[src/rtl/passive_pkg.sv]
// rtl/passive_pkg.sv - shared types and defaults for the passive chime controller
package passive_pkg;

  typedef enum logic [2:0] {
    ST_IDLE     = 3'd0,
    ST_DEBOUNCE = 3'd1,
    ST_BEEP_ON  = 3'd2,
    ST_BEEP_OFF = 3'd3,
    ST_SILENCED = 3'd4,
    ST_TIMEOUT  = 3'd5
  } state_t;

  localparam int DEF_DEBOUNCE_CYC = 4;
  localparam int DEF_ON_CYC       = 8;
  localparam int DEF_OFF_CYC      = 8;
  localparam int DEF_MAX_BEEPS    = 5;
  localparam int DEF_CNT_W        = 16;

  function automatic int beep_w(input int max_beeps);
    return $clog2(max_beeps + 1);
  endfunction

endpackage

[src/rtl/passive_timer.sv]
// rtl/passive_timer.sv - loadable down-counter with clear and expiry flag
module passive_timer #(
  parameter int CNT_W = 16
) (
  input  logic             clk,
  input  logic             reset,
  input  logic             i_clr,
  input  logic             i_load,
  input  logic [CNT_W-1:0] i_load_val,
  input  logic             i_en,
  output logic             o_done
);

  logic [CNT_W-1:0] r_cnt;

  always_ff @(posedge clk) begin
    if (reset || i_clr) begin
      r_cnt <= '0;
    end else if (i_load) begin
      r_cnt <= i_load_val;
    end else if (i_en && (r_cnt != '0)) begin
      r_cnt <= r_cnt - CNT_W'(1);
    end
  end

  // Flags the edge on which the current phase ends.
  assign o_done = (r_cnt == CNT_W'(1));

endmodule

[src/rtl/passive_chime_ctrl.sv]
// rtl/passive_chime_ctrl.sv - debounced buzzer/lamp alert for the passive warning
module passive_chime_ctrl
  import passive_pkg::*;
#(
  parameter int DEBOUNCE_CYC = DEF_DEBOUNCE_CYC,
  parameter int ON_CYC       = DEF_ON_CYC,
  parameter int OFF_CYC      = DEF_OFF_CYC,
  parameter int MAX_BEEPS    = DEF_MAX_BEEPS,
  parameter int CNT_W        = DEF_CNT_W
) (
  input  logic                          clk,
  input  logic                          reset,
  input  logic                          PassiveSignal,
  input  logic                          DriverAck,
  output logic                          Buzzer,
  output logic                          WarningLamp,
  output logic                          TimeoutFlag,
  output logic [beep_w(MAX_BEEPS)-1:0]  BeepCount
);

  localparam int BW = beep_w(MAX_BEEPS);
  localparam logic [BW-1:0]    MAX_B  = BW'(MAX_BEEPS);
  localparam logic [CNT_W-1:0] DB_LD  = CNT_W'(DEBOUNCE_CYC - 1);
  localparam logic [CNT_W-1:0] ON_LD  = CNT_W'(ON_CYC);
  localparam logic [CNT_W-1:0] OFF_LD = CNT_W'(OFF_CYC);

  state_t           r_state, w_next;
  logic [BW-1:0]    r_beep;
  logic             r_buzzer, r_lamp, r_timeout;
  logic             w_ld, w_en, w_clr, w_done, w_beep_inc, w_beep_clr;
  logic [CNT_W-1:0] w_ld_val;

  passive_timer #(.CNT_W(CNT_W)) u_timer (
    .clk        (clk),
    .reset      (reset),
    .i_clr      (w_clr),
    .i_load     (w_ld),
    .i_load_val (w_ld_val),
    .i_en       (w_en),
    .o_done     (w_done)
  );

  always_ff @(posedge clk) begin
    if (reset) begin
      r_state <= ST_IDLE;
    end else begin
      r_state <= w_next;
    end
  end

  always_comb begin
    w_next     = r_state;
    w_ld       = 1'b0;
    w_ld_val   = '0;
    w_en       = 1'b0;
    w_clr      = 1'b0;
    w_beep_inc = 1'b0;
    w_beep_clr = 1'b0;
    case (r_state)
      ST_IDLE: begin
        w_beep_clr = 1'b1;
        if (PassiveSignal) begin
          w_ld = 1'b1;
          if (DEBOUNCE_CYC == 1) begin
            w_next   = ST_BEEP_ON;
            w_ld_val = ON_LD;
          end else begin
            w_next   = ST_DEBOUNCE;
            w_ld_val = DB_LD;
          end
        end else begin
          w_clr = 1'b1;
        end
      end
      ST_DEBOUNCE: begin
        if (!PassiveSignal) begin
          w_next = ST_IDLE;
          w_clr  = 1'b1;
        end else if (w_done) begin
          w_next   = ST_BEEP_ON;
          w_ld     = 1'b1;
          w_ld_val = ON_LD;
        end else begin
          w_en = 1'b1;
        end
      end
      ST_BEEP_ON: begin
        if (!PassiveSignal) begin
          w_next     = ST_IDLE;
          w_clr      = 1'b1;
          w_beep_clr = 1'b1;
        end else begin
          // A beep that finishes on the silencing edge still counts.
          w_beep_inc = w_done;
          if (DriverAck) begin
            w_next = ST_SILENCED;
            w_clr  = 1'b1;
          end else if (w_done) begin
            w_next   = ST_BEEP_OFF;
            w_ld     = 1'b1;
            w_ld_val = OFF_LD;
          end else begin
            w_en = 1'b1;
          end
        end
      end
      ST_BEEP_OFF: begin
        if (!PassiveSignal) begin
          w_next     = ST_IDLE;
          w_clr      = 1'b1;
          w_beep_clr = 1'b1;
        end else if (DriverAck) begin
          w_next = ST_SILENCED;
          w_clr  = 1'b1;
        end else if (w_done) begin
          if (r_beep == MAX_B) begin
            w_next = ST_TIMEOUT;
            w_clr  = 1'b1;
          end else begin
            w_next   = ST_BEEP_ON;
            w_ld     = 1'b1;
            w_ld_val = ON_LD;
          end
        end else begin
          w_en = 1'b1;
        end
      end
      ST_SILENCED, ST_TIMEOUT: begin
        w_clr = 1'b1;
        if (!PassiveSignal) begin
          w_next     = ST_IDLE;
          w_beep_clr = 1'b1;
        end
      end
      default: begin
        w_next     = ST_IDLE;
        w_clr      = 1'b1;
        w_beep_clr = 1'b1;
      end
    endcase
  end

  always_ff @(posedge clk) begin
    if (reset || w_beep_clr) begin
      r_beep <= '0;
    end else if (w_beep_inc && (r_beep != MAX_B)) begin
      r_beep <= r_beep + BW'(1);
    end
  end

  // Outputs are registered from the next state so they move on the same edge as the FSM.
  always_ff @(posedge clk) begin
    if (reset) begin
      r_buzzer  <= 1'b0;
      r_lamp    <= 1'b0;
      r_timeout <= 1'b0;
    end else begin
      r_buzzer  <= (w_next == ST_BEEP_ON);
      r_lamp    <= (w_next != ST_IDLE) && (w_next != ST_DEBOUNCE);
      r_timeout <= (w_next == ST_TIMEOUT);
    end
  end

  assign Buzzer      = r_buzzer;
  assign WarningLamp = r_lamp;
  assign TimeoutFlag = r_timeout;
  assign BeepCount   = r_beep;

endmodule

[config.mk]
export PLATFORM = sky130hd
export DESIGN_NAME = passive_chime_ctrl
export DESIGN_NICKNAME = d
export VERILOG_FILES = /design/src/rtl/passive_pkg.sv /design/src/rtl/passive_timer.sv /design/src/rtl/passive_chime_ctrl.sv
export SDC_FILE = /design/constraint.sdc
export NUM_CORES = 1
export LEC_CHECK = 0
export BUFFER_PORTS_ARGS = -buffer_cell sky130_fd_sc_hd__buf_2
export CORE_ASPECT_RATIO = 1.1
export CORE_MARGIN = 5
export CORE_UTILIZATION = 35
export DETAILED_ROUTE_END_ITERATION = 8
export MAX_ROUTING_LAYER = met4
export SYNTH_ARGS = -nofsm -noshare
export SYNTH_HDL_FRONTEND = slang
export SYNTH_SLANG_ARGS = --single-unit
[constraint.sdc]
create_clock -name clk -period 2.6 [get_ports clk]
set_clock_uncertainty 0.05 [all_clocks]
set_input_delay 0.26 -clock clk [delete_from_list [all_inputs] [get_ports clk]]
set_output_delay 0.26 -clock clk [all_outputs]
set_load 0.02 [all_outputs]
==> impl_metrics.tcl <==
set metrics [dict create \
    cts.path.max_buffers 2 \
    vias 1202 \
    gp_congestion 0.840 \
    dieHeight_um 78.1 \
    synth.largest_area_cell "dfxtp_1" \
    synthArstFlopShare_pct 0 \
    synth_cell_type_count 43 \
    yosysMostFrequentCell "dfxtp_1" \
    peakVddDrop_mv 0.267 \
    rsz0062_at_grt "no" \
    path_max_fanout 9 \
    cts_setup_buffers 0 \
    max_freq_mhz 445 \
    worstSkewPairLatency_ns 0.27 \
    cts_hold_buf 0 \
    setup_tns_ns 0 \
    totalWireLength_um 2910 \
    swShare_pct 28.5 \
    multiInputGateArea_um2 906 \
    p_per_area_nw_per_um2 519 \
    yosys_warnings 0 \
    clkPwrFrac_pct 27.4 \
    dp_hpwl_um 2110 \
    cp.required_ns 2.75 \
    critical_path_class "register to register" \
    rows 24 \
    seq_power_share_pct 49.1 \
    ctsRootBufferMaster "clkbuf_8" \
    synth_top_cell_area_share_pct 33.9 \
    die_area_um2 5620 \
    fin_crit_sh_pct 86.4 \
    power_frac_comb_pct 23.5 \
    grt_max_degree 17 \
    hold_violations 0 \
    status "completed" \
    grt_util_met2_pct 19.7 \
    num_antenna_cells 0 \
    ios 10 \
    start_util_pct 36.7 \
    grt_pass1_vias 1221 \
    max-slew-margin-rel_pct 63.3 \
    routedWlPerCell_um 12.1 \
    worstMarginPinSlew_ns 0.551 \
    synth_edf_count 0 \
    drc_errors 0 \
    holdCritPathClass "input port to register" \
    max_cap_violations 0 \
    antenna_left 0 \
    leakage_nw 0.638 \
    core_area_um2 4020 \
    switchingPower_mw 0.240 \
    nNetsFinal 202 \
    clock-sinks 25 \
    cts_tree "done" \
    layout-drive-gt1-share_pct 12.8 \
    regArea_um2 500 \
    antenna_found_initial 0 \
    p_int_mw 0.602 \
    cts_made_buffers 3 \
    via_per_inst 5.01 \
    grtUsageMet1_pct 14.4 \
    first_iter_violations 50 \
    utilization_pct 40.3 \
    area_growth_pct 9.83 \
    critical_path_arrival_ns 2.40 \
    fin_area_um2 1620 \
    finalSetupViolCount 0 \
    period_minus_slack_ns 2.25 \
    syn_avg_cell_area_um2 8.25 \
    syn-num-nets 192 \
    grt_util_met3_pct 2.68 \
    clkTransAtPathRegs_ns 0.09 \
    ys_seq_area_share_pct 33.9 \
    port_buffers 9 \
    syn_area_um2 1480 \
    cp-start-kind "register" \
    htreeDepth 1 \
    end_kind "register" \
    slew_viol_final 0 \
    grt_busiest_layer "met2" \
    ys.flop_type "dfxtp_1" \
    place_inst 236 \
    dr.pass1.iters 4 \
    synthTopCellsByArea "dfxtp_1, xnor2_1, ha_1" \
    nFillCells 420 \
    synth-seq-cells 25 \
    overflow 0 \
    placed_area_um2 1580 \
    cts_resized 0 \
    syn_inst 179 \
    fp.dieW_um 71.9 \
    final_cells 240 \
    synth.top_cells.by_count "dfxtp_1, nor2_1, xnor2_1, nand2_1, inv_1" \
    grt_use_total_pct 11.6 \
    grt_first_pass_wirelength_um 5370 \
]
-- layout make-up --
| type | instances | area share [%] |
|---|---|---|
| clock buffer | 4 | 2.78 |
| inverter | 10 | 2.31 |
| multi-input combinational | 137 | 55.9 |
| sequential | 25 | 30.9 |
| tap | 52 | 4.01 |
| timing repair buffer | 12 | 4.17 |
-- cell families (layout without fill, tap and decap cells) --
kind of cell             count (synthesis)  count (layout)  synth area share (%)
AO/OA/AOI/OAI                           32              32                  14.6
XOR/XNOR                                16              16                  9.49
adder cells (fa/ha/maj)                  9               9                  7.63
buffers and inverters                   17              26                  4.75
flip-flops                              25              25                  33.9
multiplexers                             3               3                  2.12
AND/OR/NAND/NOR                         77              77                  27.5
-- power by group through the flow --
stage	combinational [mW]	clock, mW	sequential [mW]
6_report	0.197	0.231	0.413
5_1_grt	0.225	0.263	0.416
4_1_cts	0.198	0.250	0.413
3_5_place_dp	0.196	0	0.422
3_3_place_gp	0.197	0	0.423
2_1_floorplan	0.168	0	0.416
-- state kept, by name, summed over array words and instances, names as in the netlist --
signal and count:
BeepCount 3, r_state 3, TimeoutFlag 1, WarningLamp 1, Buzzer 1, u_timer.r_cnt 16
-- layer usage --
metal,part of all wire [%],vias to the layer above
met2,48,13
met3,2.9,2
met1,49,537
met4,0.38,0
met5,0,-
li1,-,650
-- critical path, stage by stage (launching register included) --
cell       delay (ns)
dfxtp_1          0.50
inv_1            0.17
ha_1             0.24
nand2_1          0.07
o2111ai_1        0.11
a21o_1           0.19
or4_1            0.41
mux2_1           0.32
a21oi_1          0.13
-- worst paths after layout --
kind	end	from	slack (ns)	cells past startpoint
setup / recovery	u_timer.r_cnt[3]$_SDFFE_PP0P_	r_state[2]$_SDFF_PP0_	0.35	8
hold / removal	r_state[0]$_SDFF_PP0_	reset	0.15	2
setup reg to reg	u_timer.r_cnt[3]$_SDFFE_PP0P_	r_state[2]$_SDFF_PP0_	0.35	8
hold reg to reg	u_timer.r_cnt[15]$_SDFFE_PP0P_	u_timer.r_cnt[15]$_SDFFE_PP0P_	0.48	2
-- through the flow --
stage / hold WS [ns] / total power, mW / setup slack, ns
global placement: 0.442 / 0.619 / 0.386
CTS: 0.139 / 0.862 / 0.357
finish: 0.148 / 0.842 / 0.354
global route: 0.140 / 0.904 / 0.157
detailed placement: 0.443 / 0.619 / 0.385
floorplan: 0.287 / 0.584 / 0.518
-- cells in the final DEF, fill, tap and decap left out, types with 2 or more instances in the layout --
master / count
o211ai_1: 2
mux2i_1: 2
nor3b_1: 2
clkbuf_8: 3
a21oi_1: 6
dfxtp_1: 25
nor2b_1: 3
nand2_1: 14
o21ai_0: 3
a311oi_1: 2
buf_2: 9
or4_1: 3
nor2_1: 24
nand3_1: 3
a31oi_1: 9
inv_1: 10
xnor2_1: 15
ha_1: 9
buf_4: 3
nor4_1: 4
a21o_1: 2
or2_2: 3
or3_1: 4
nor3_1: 6
nor4_2: 2
No activity file was read; power rests on OpenSTA's default activity.
